$ cat src/rtl/rfid_pkg.sv
// ----------------------------------------------------------------------------
// rfid_pkg
//   Shared definitions for the RFID tag command path: command-width class
//   codes reported on op_code, the minimum frame length of each class, and
//   the state encoding of the packet assembler FSM.
// ----------------------------------------------------------------------------
package rfid_pkg;

   // Command-width classes as seen by the downstream command decoder.
   localparam logic [1:0] OPC_CMD2    = 2'd0;
   localparam logic [1:0] OPC_CMD4    = 2'd1;
   localparam logic [1:0] OPC_CMD8    = 2'd2;
   localparam logic [1:0] OPC_INVALID = 2'd3;

   // Number of leading bits needed before the class is known.
   localparam logic [7:0] CLASS_BITS = 8'd2;

   // Shortest legal frame for each class.
   localparam logic [7:0] MIN_LEN_CMD2 = 8'd2;
   localparam logic [7:0] MIN_LEN_CMD4 = 8'd4;
   localparam logic [7:0] MIN_LEN_CMD8 = 8'd8;

   typedef enum logic [1:0] {
      ST_IDLE    = 2'd0,
      ST_RECEIVE = 2'd1,
      ST_PRESENT = 2'd2
   } state_t;

   // Minimum frame length of a class; the invalid class can never be met.
   function automatic logic [7:0] class_min_len(input logic [1:0] opc);
      logic [7:0] len;
      case (opc)
         OPC_CMD2: len = MIN_LEN_CMD2;
         OPC_CMD4: len = MIN_LEN_CMD4;
         OPC_CMD8: len = MIN_LEN_CMD8;
         default:  len = 8'hFF;
      endcase
      return len;
   endfunction

endpackage

$ cat src/rtl/rfid_packet_assembler.sv
// ----------------------------------------------------------------------------
// rfid_packet_assembler
//   Collects the demodulated command bits of one reader frame into a
//   left-justified word, classifies the command-code width from the leading
//   bits and presents the frame to the command decoder with a packet_rdy
//   strobe. The decoder captures on the falling edge of packet_rdy, so the
//   presented word stays frozen until the next frame_start is taken in IDLE.
//
// Parameters
//   RDY_CYCLES  cycles packet_rdy stays high per frame (>= 1)
//   MAX_BITS    frame capacity in bits, width of packet_data (<= 255)
//
// Ports
//   clock        system clock, rising edge
//   reset_n      asynchronous active-low reset
//   frame_start  one-cycle start-of-frame delimiter
//   bit_valid    bit_data carries a frame bit this cycle
//   bit_data     demodulated bit, first-transmitted bit first
//   frame_end    one-cycle end-of-frame pulse
//   packet_data  frame bits, first bit at the MSB, unused LSBs zero
//   op_code      command-width class (rfid_pkg OPC_*)
//   packet_len   number of bits in the held frame
//   packet_rdy   presentation strobe, RDY_CYCLES cycles long
//   frame_error  one-cycle pulse when a frame is discarded
// ----------------------------------------------------------------------------
module rfid_packet_assembler
   import rfid_pkg::*;
#(
   parameter int RDY_CYCLES = 2,
   parameter int MAX_BITS   = 128
) (
   input  logic                clock,
   input  logic                reset_n,
   input  logic                frame_start,
   input  logic                bit_valid,
   input  logic                bit_data,
   input  logic                frame_end,
   output logic [MAX_BITS-1:0] packet_data,
   output logic [1:0]          op_code,
   output logic [7:0]          packet_len,
   output logic                packet_rdy,
   output logic                frame_error
);

   localparam int                 RDY_W    = (RDY_CYCLES > 1) ? $clog2(RDY_CYCLES) : 1;
   localparam logic [RDY_W-1:0]   RDY_LOAD = RDY_W'(RDY_CYCLES - 1);
   localparam logic [7:0]         CAPACITY = 8'(MAX_BITS);
   localparam logic [MAX_BITS-1:0] TOP_BIT = {1'b1, {(MAX_BITS-1){1'b0}}};

   // Class from the first two received bits: 0x -> 2-bit, 10 -> 4-bit,
   // 11 -> 8-bit command code.
   function automatic logic [1:0] classify(input logic first_bit, input logic second_bit);
      logic [1:0] opc;
      if (!first_bit)      opc = OPC_CMD2;
      else if (!second_bit) opc = OPC_CMD4;
      else                 opc = OPC_CMD8;
      return opc;
   endfunction

   state_t               state_q, state_d;
   logic [7:0]           count_q, count_d;
   logic                 overflow_q, overflow_d;
   logic [RDY_W-1:0]     rdy_cnt_q, rdy_cnt_d;
   logic [MAX_BITS-1:0]  data_d;
   logic [1:0]           op_d;
   logic [7:0]           len_d;
   logic                 rdy_d;
   logic                 err_d;

   // Frame contents after this cycle's bit has been accepted. A frame_start
   // clears the frame first so a coincident bit lands at position 0.
   logic [MAX_BITS-1:0]  acc_data;
   logic [7:0]           acc_count;
   logic                 acc_overflow;
   logic [1:0]           acc_class;

   always_comb begin
      // NOTE: every combinational output is given a default before any
      // branch; a path that leaves one unassigned would infer a latch.
      acc_data     = frame_start ? '0 : packet_data;
      acc_count    = frame_start ? 8'd0 : count_q;
      acc_overflow = frame_start ? 1'b0 : overflow_q;
      acc_class    = OPC_INVALID;

      if (bit_valid) begin
         if (acc_count == CAPACITY) begin
            acc_overflow = 1'b1;
         end else begin
            if (bit_data) acc_data = acc_data | (TOP_BIT >> acc_count);
            acc_count = acc_count + 8'd1;
         end
      end
      acc_class = classify(acc_data[MAX_BITS-1], acc_data[MAX_BITS-2]);
   end

   // NOTE: the FSM computes the next value of every register here, outputs
   // included, so all outputs come straight from flops with no input-to-output
   // combinational path.
   always_comb begin
      state_d    = state_q;
      count_d    = count_q;
      overflow_d = overflow_q;
      rdy_cnt_d  = rdy_cnt_q;
      data_d     = packet_data;
      op_d       = op_code;
      len_d      = packet_len;
      rdy_d      = packet_rdy;
      err_d      = 1'b0;

      case (state_q)
         ST_IDLE: begin
            // The held frame stays untouched until a new frame is opened.
            if (frame_start) begin
               data_d     = acc_data;
               count_d    = acc_count;
               overflow_d = acc_overflow;
               state_d    = ST_RECEIVE;
            end
         end

         ST_RECEIVE: begin
            data_d     = acc_data;
            count_d    = acc_count;
            overflow_d = acc_overflow;
            // A restart discards the partial frame silently; any frame_end
            // in the same cycle belongs to the abandoned frame.
            if (frame_end && !frame_start) begin
               if (acc_overflow || (acc_count < CLASS_BITS) ||
                   (acc_count < class_min_len(acc_class))) begin
                  err_d   = 1'b1;
                  op_d    = OPC_INVALID;
                  state_d = ST_IDLE;
               end else begin
                  op_d      = acc_class;
                  len_d     = acc_count;
                  rdy_d     = 1'b1;
                  rdy_cnt_d = RDY_LOAD;
                  state_d   = ST_PRESENT;
               end
            end
         end

         ST_PRESENT: begin
            if (rdy_cnt_q == '0) begin
               rdy_d   = 1'b0;
               state_d = ST_IDLE;
            end else begin
               rdy_cnt_d = rdy_cnt_q - RDY_W'(1);
            end
         end

         default: begin
            state_d = ST_IDLE;
            rdy_d   = 1'b0;
         end
      endcase
   end

   // NOTE: state registers take non-blocking assignments so every flop
   // samples the pre-edge values regardless of statement order.
   always_ff @(posedge clock or negedge reset_n) begin
      if (!reset_n) begin
         state_q     <= ST_IDLE;
         count_q     <= 8'd0;
         overflow_q  <= 1'b0;
         rdy_cnt_q   <= '0;
         packet_data <= '0;
         op_code     <= OPC_CMD2;
         packet_len  <= 8'd0;
         packet_rdy  <= 1'b0;
         frame_error <= 1'b0;
      end else begin
         state_q     <= state_d;
         count_q     <= count_d;
         overflow_q  <= overflow_d;
         rdy_cnt_q   <= rdy_cnt_d;
         packet_data <= data_d;
         op_code     <= op_d;
         packet_len  <= len_d;
         packet_rdy  <= rdy_d;
         frame_error <= err_d;
      end
   end

endmodule

$ cat config.mk
export PLATFORM = sky130hd
export DESIGN_NAME = rfid_packet_assembler
export DESIGN_NICKNAME = d
export VERILOG_FILES = /design/src/rtl/rfid_pkg.sv /design/src/rtl/rfid_packet_assembler.sv
export SDC_FILE = /design/constraint.sdc
export NUM_CORES = 1
export LEC_CHECK = 0
export BUFFER_PORTS_ARGS = -buffer_cell sky130_fd_sc_hd__buf_2
export CAP_MARGIN = 30
export CORE_MARGIN = 2
export CORE_UTILIZATION = 50
export CTS_BUF_LIST = sky130_fd_sc_hd__clkbuf_8
export DETAILED_ROUTE_END_ITERATION = 8
export PLACE_DENSITY = 0.74
export SLEW_MARGIN = 20
export SYNTH_ARGS = -nofsm -noshare
export SYNTH_HDL_FRONTEND = slang
export SYNTH_SLANG_ARGS = --single-unit
$ cat constraint.sdc
create_clock -name clock -period 6.8 [get_ports clock]
set_input_delay 0.34 -clock clock [delete_from_list [all_inputs] [get_ports clock]]
set_output_delay 0.34 -clock clock [all_outputs]
set_load 0.01 [all_outputs]
==> results of run 1 <==
area by class of cell:
type                            count  share of cell area, %
Clock buffer                       20                   3.47
Multi-Input combinational cell    434                   32.6
Clock inverter                     12                   2.47
Sequential cell                   152                   47.9
Inverter                           13                  0.615
Timing Repair Buffer              150                   10.2
Tap cell                          172                   2.71
flip-flops by register name, indices dropped and copies added, names as in the netlist:
register     cells
frame_error      1
packet_data    128
packet_rdy       1
op_code          2
rdy_cnt_q        1
count_q          8
packet_len       8
state_q          2
overflow_q       1
power by group:
group          total (uW)  switching (uW)  internal (uW)
clock                 808             342            466
combinational         143             104           39.4
sequential            921            9.70            911
total                1870             455           1420
how the worst max path moves through the flow:
stage	slack [ps]	to	from
finish	2540	state_q[1]$_DFFE_PN0P_	count_q[0]$_DFFE_PN0P_
global placement	2720	packet_rdy$_DFFE_PN0P_	frame_start
floorplan	3480	packet_rdy$_DFFE_PN0P_	frame_start
CTS	2640	state_q[1]$_DFFE_PN0P_	count_q[0]$_DFFE_PN0P_
global route	2280	state_q[1]$_DFFE_PN0P_	count_q[0]$_DFFE_PN0P_
detailed placement	2580	state_q[1]$_DFFE_PN0P_	frame_start
layout by cell type (no fill, tap or decap), types with 2 or more instances in the layout:
cell type  netlist  layout
clkbuf_8         0      20
o21ai_0         80      80
o211ai_1         8       8
buf_2            6     144
nor3_1          11      11
or4_1            2       2
buf_16           0       2
o2bb2ai_1        3       3
o41ai_1          4       4
or2_2            3       3
nor2b_1          7       7
xnor2_1          2       2
and2_1           2       2
conb_1           1       2
o22ai_1          2       2
bufinv_16        0       5
nor4_4           2       2
mux2i_1          2       2
o21ai_1          3       3
a32o_1          10      10
nand3_1         22      22
inv_1           10      12
nor2_1          39      39
a21oi_1         13      13
dfrtp_1        152     152
ha_1             9       9
o31ai_1          5       5
a31oi_1          2       2
or3_1            7       7
o21a_1           4       4
nand2_1        106     106
buf_4            0       2
nand2b_1        10       9
nand4_1          7       7
a22o_1          45      45
clkinv_4         0       2
nor3b_1          2       2
o41a_1           4       4
inv_2            3       3
synthesized netlist by cell type (2+ instances only):
| cell | instances | area (sq um) |
|---|---|---|
| dfrtp_1 | 152 | 3800 |
| inv_1 | 10 | 37.5 |
| a32o_1 | 10 | 100 |
| and2_1 | 2 | 12.5 |
| o41a_1 | 4 | 45.0 |
| nand4_1 | 7 | 43.8 |
| or3_1 | 7 | 43.8 |
| o41ai_1 | 4 | 35.0 |
| or4_1 | 2 | 15.0 |
| a31oi_1 | 2 | 12.5 |
| xnor2_1 | 2 | 17.5 |
| o31ai_1 | 5 | 37.5 |
| o2bb2ai_1 | 3 | 26.3 |
| mux2i_1 | 2 | 20.0 |
| nor4_4 | 2 | 42.5 |
| nor3b_1 | 2 | 15.0 |
| nor3_1 | 11 | 55.1 |
| nand2b_1 | 10 | 62.6 |
| or2_2 | 3 | 18.8 |
| nor2_1 | 39 | 146 |
| o22ai_1 | 2 | 12.5 |
| buf_2 | 6 | 30.0 |
| buf_1 | 4 | 15.0 |
| nand2_1 | 106 | 398 |
| nand3_1 | 22 | 110 |
| o21ai_0 | 80 | 400 |
| nor2b_1 | 7 | 43.8 |
| a21oi_1 | 13 | 65.1 |
| ha_1 | 9 | 113 |
| o21ai_1 | 3 | 15.0 |
| o211ai_1 | 8 | 60.1 |
| clkbuf_1 | 33 | 124 |
| o21a_1 | 4 | 30.0 |
| a22o_1 | 45 | 394 |
| inv_2 | 3 | 11.3 |
per-layer routing:
metal  part of all wire [%]  global-route usage, %  up-vias
met4                    1.8                   8.11        0
met3                    7.9                   6.03       35
met5                      0                      0        -
li1                       -                      -     2553
met1                     43                   37.2     2797
met2                     48                   41.0      292
through the flow:
stage / utilization [%] / power, uW / hold slack (ps)
finish: 62.2 / 1870 / 174
global route: 62.2 / 1940 / 159
CTS: 61.9 / 1870 / 156
detailed placement: 58.2 / 1080 / 436
global placement: 57.9 / 1070 / 416
floorplan: - / 1020 / 44.4
cell families (layout without fill, tap and decap cells):
logic type	Yosys count	in the layout	share of synthesized area (%)
AOI/OAI and AO/OA	192	192	20.5
buffers and inverters	56	195	3.30
and+or+nand+nor	226	226	16.0
DFF	152	152	57.7
other	1	2	0.0568
adders and majority gates	9	9	1.71
muxes	3	3	0.474
xor gates and xnor gates	2	2	0.266
tightest hold or removal path, delay by kind of cell:
family	cells	cell delay, ps
AND/OR/NAND/NOR	1	100
buffers and inverters	1	90
AO/OA/AOI/OAI	1	60
==> results.toml, run 1 <==
[place]
hpwl_mm = 12.8
place_ws_ps = 2580
numPlacedInstances = 919
port_buffers = 145
placed_area_sq_um = 7430
place_congestion = 0.877

[logic_synthesis]
postSynthCellCount = 641
synth.avg_cell_area_sq_um = 10.3
synth_flop_cell = "dfrtp_1"
synthArstFlopShare_pct = 100
synth_seq_area_share_pct = 57.7
synth_cell_types = 52
synth_seq_cells = 152
synth-edff-count = 0
syn_area_sq_um = 6600
yosys_warnings = 0

[final_layout]
post-route-cell-area_sq_um = 7940
nNetsFinal = 783
multi_input_area_sq_um = 2590
area.sequential_sq_um = 3800
synthToLayoutAreaGrowth_pct = 20.3
antennaDiodeCount = 0
fin_cells = 953
nFillCells = 1063
drive_gt1_share_pct = 25.2

[sta]
setup_viol = 0
skew_ps = 12.5
fin_crit_sh_pct = 62.6
slew_violations = 0
period_needed_ps = 4260
setup_slack_ps = 2540
timing.fmax_mhz = 235
finalSetupTns_ps = 0
rsz0062_at_grt = "false"
worst_pin_slew_ps = 788
relSlewSlack_pct = 47.3
hold_violations = 0

[global_routing]
grt_pass1_vias = 5332
grt_pass1_wl_mm = 29.3
grt_overflow = 0
grt_usage_pct = 26.4
antenna_found_initial = 0
grt_max_degree = 84

[clock_tree]
htree_levels = 4
cts_tree = "built"
cts-resized-gates = 0
clk_pin_slew_worst_paths_ps = 90
cts_setup_buffers = 0
clkSinkCount = 152
cts_buffer_depth = 2
cts_buffers = 17
clock_latency_ps = 450
holdBufCountCts = 1
clockRootBuffer = "clkbuf_8"

[flow_run]
cap_violations = 0

[floorplan]
io_pins = 146
die_h_um = 119
dieArea_sq_um = 14100
core-area_sq_um = 12800
num_rows = 41
start_util_pct = 51.7
die_w_um = 119

[hold_path]
hold_end = "state_q[0]$_DFFE_PN0P_"
worstHoldStart = "frame_end"
whs_path_depth = 3
min_path_type = "in -> reg"

[setup_path]
r2r_cells = 11
worstReg2RegStart = "count_q[0]$_DFFE_PN0P_"
required_ps = 7140
crit_arrival_ps = 4600
cp-end-kind = "flip-flop"
timing.critical_path.fanout_max = 13
r2r_setup_slack_ps = 2540
startpoint_type = "flip-flop"
cp_slowest_cell = "or4_1"
r2r_end = "state_q[1]$_DFFE_PN0P_"
path_cells = "nor2b_1 > ha_1 > nand2_1 > or4_1 > o2bb2ai_1 > nand2_1 > ha_1 > a211o_1 > o41ai_4 > o21ai_2 > a22o_1"
path_depth = 11
crit_family = "compound AO/OA/AOI/OAI gates"
crit_path_max_incr_delay_ps = 670
path_buf_inv = 0
criticalPathCategory = "reg -> reg"

[route]
drc = 0
dr.pass1.iters = 7
via_count = 5677
wirelength_mm = 18.3
viasPerCell = 5.96
post_drt_wl_per_cell_um = 19.2
first_iter_violations = 731
ant_nets = 0

[pwr]
power.density_nw_per_um2 = 236
p_leak_uw = 0.00401
ir_worst_vdd_mv = 0.112

[outcome]
status = "complete, no violations"
No activity file was read; power rests on OpenSTA's default activity.
==> inputs of run 2 (changes only) <==
- PLACE_DENSITY: 0.74 -> 0.77
- clock period: 6.8 -> 3.8 ns (I/O delays scaled with it)
==> run 2 against run 1 <==
Sequential cell count unchanged. Core utilization decreased by 0.66 points. Highest routed layer unchanged. Worst setup slack got worse by 2200 ps. Clock power up 34%. Maximum frequency grew 22%. Sequential share of layout area is 0.51 points higher. Count of clock-buffer cells in the layout shrank 1.
==> results.toml, run 2 (same netlist as run 1, synthesis figures left out) <==
[pwr]
ir_worst_vdd_mv = 0.191
intPower_uw = 2230
switching_share_pct = 25.3
p_comb_share_pct = 8.9
switchingPower_uw = 757
power_frac_seq_pct = 55.1
p_clk_share_pct = 36.0
p_leak_uw = 0.00400
power.density_nw_per_um2 = 381

[setup_path]
startpoint_type = "flip-flop"
path_buf_inv = 1
cp-end-kind = "flip-flop"
worstReg2RegStart = "count_q[0]$_DFFE_PN0P_"
criticalPathCategory = "reg -> reg"
path_cells = "nor2b_1 > ha_1 > nand4b_1 > or3_1 > and2_1 > inv_1 > ha_1 > o21a_1 > nor2_1 > a221o_2 > nor2_1 > o21ai_0 > nand3_1"
crit_arrival_ps = 3880
timing.critical_path.fanout_max = 16
startpoint = "count_q[0]$_DFFE_PN0P_"
crit_family = "simple AND/OR/NAND/NOR gates"
required_ps = 4190
crit_path_max_incr_delay_ps = 470
cp_slowest_cell = "dfrtp_1"

[route]
via_count = 5649
drc = 0
post_drt_wl_per_cell_um = 18.9
wirelength_mm = 18.1
first_iter_violations = 460
dr.pass1.iters = 7
ant_nets = 0
viasPerCell = 5.88

[clock_tree]
cts_buffer_depth = 2
htree_levels = 4
clock_latency_ps = 460
cts_setup_buffers = 0
clockRootBuffer = "clkbuf_8"
clk_pin_slew_worst_paths_ps = 80
clkSinkCount = 152
cts_buffers = 17
cts_tree = "built"

[sta]
worst_pin_slew_ps = 814
timing.fmax_mhz = 287
relSlewSlack_pct = 45.8
period_needed_ps = 3490
setup_viol = 0
skew_ps = 14.0
slew_violations = 0
fin_crit_sh_pct = 91.8
hold_violations = 0
finalSetupTns_ps = 0
rsz0062_at_grt = "false"

[floorplan]
start_util_pct = 51.7
die_h_um = 119
io_pins = 146
num_rows = 41
dieArea_sq_um = 14100
core-area_sq_um = 12800
die_w_um = 119

[final_layout]
final_cell_mix = "152 x dfrtp_1, 144 x buf_2, 106 x nand2_1"
largestRegisters = "packet_data (128), count_q (8), packet_len (8)"
largest_register_ffs = 128
drive_gt1_share_pct = 25.4
nFillCells = 1075
nNetsFinal = 793
top_register = "packet_data"
fin_cells = 960
synthToLayoutAreaGrowth_pct = 19.1
antennaDiodeCount = 0
final_common_cell = "dfrtp_1"

[global_routing]
grt_overflow = 0
antenna_found_initial = 0
grt_pass1_wl_mm = 29.4
grt_pass1_vias = 5508
grt_usage_pct = 26.6
grt_max_degree = 103

[place]
hpwl_mm = 13.1
port_buffers = 145
numPlacedInstances = 929
place_congestion = 0.905

[hold_path]
worstHoldStart = "frame_end"
min_path_type = "in -> reg"

[outcome]
status = "complete, no violations"

[flow_run]
cap_violations = 0
## run 2: worst paths after layout
path	slack, ps	cells after the start	to
worst min-delay path	30	3	state_q[0]$_DFFE_PN0P_
worst max register to register	310	13	packet_len[5]$_DFFE_PN0P_
max in group asynchronous	2470	3	packet_data[117]$_DFFE_PN0P_
worst min register to register	480	2	packet_data[71]$_DFFE_PN0P_
worst max-delay path	310	13	packet_len[5]$_DFFE_PN0P_
min in group asynchronous	360	2	packet_data[23]$_DFFE_PN0P_
## run 2: power by group through the flow
stage               clock network (uW)  registers, uW  logic (uW)
floorplan                            0           1680         154
global placement                     0           1680         255
detailed placement                   0           1680         260
CTS                               1090           1650         262
global route                      1160           1650         291
finish                            1080           1650         265
## run 2: metrics by stage
step	power, uW	util [%]	worst slack, ps	cell area [sq um]	hold WS [ps]
floorplan	1830	-	499	6600	-106
CTS	3000	61.3	219	7830	6.16
global route	3110	61.5	82.3	7860	69.3
global placement	1930	58.6	429	7480	304
finish	2990	61.5	311	7860	30.1
detailed placement	1940	58.6	257	7480	291
## run 2: area by class of cell
| class | instances | area [sq um] | area share, % |
|---|---|---|---|
| repair buffers | 160 | 867 | 11.0 |
| flip-flops and latches | 152 | 3800 | 48.4 |
| multi-input cells | 434 | 2590 | 33.0 |
| inverters | 13 | 48.8 | 0.621 |
| clock inverters | 10 | 70.1 | 0.892 |
| clock buffers | 19 | 262 | 3.33 |
| well taps | 172 | 215 | 2.74 |
## run 2: repair_timing
action | in CTS | in global routing
hold buffers | 1 | 0
hold endpoints to repair | 89 | 0
endpoints found under the setup margin | 0 | 12
gates resized for setup | 0 | 1
## run 2: tightest hold or removal path, stage by stage
cell      delay (ps)
buf_2             90
nand2b_1          90
a21oi_1           60
## run 2: per-layer routing
metal  GRT usage (%)  share of wire (%)
met4            9.90                1.7
met5               0                  0
met2            42.2                 49
met3            5.36                6.8
met1            36.4                 43
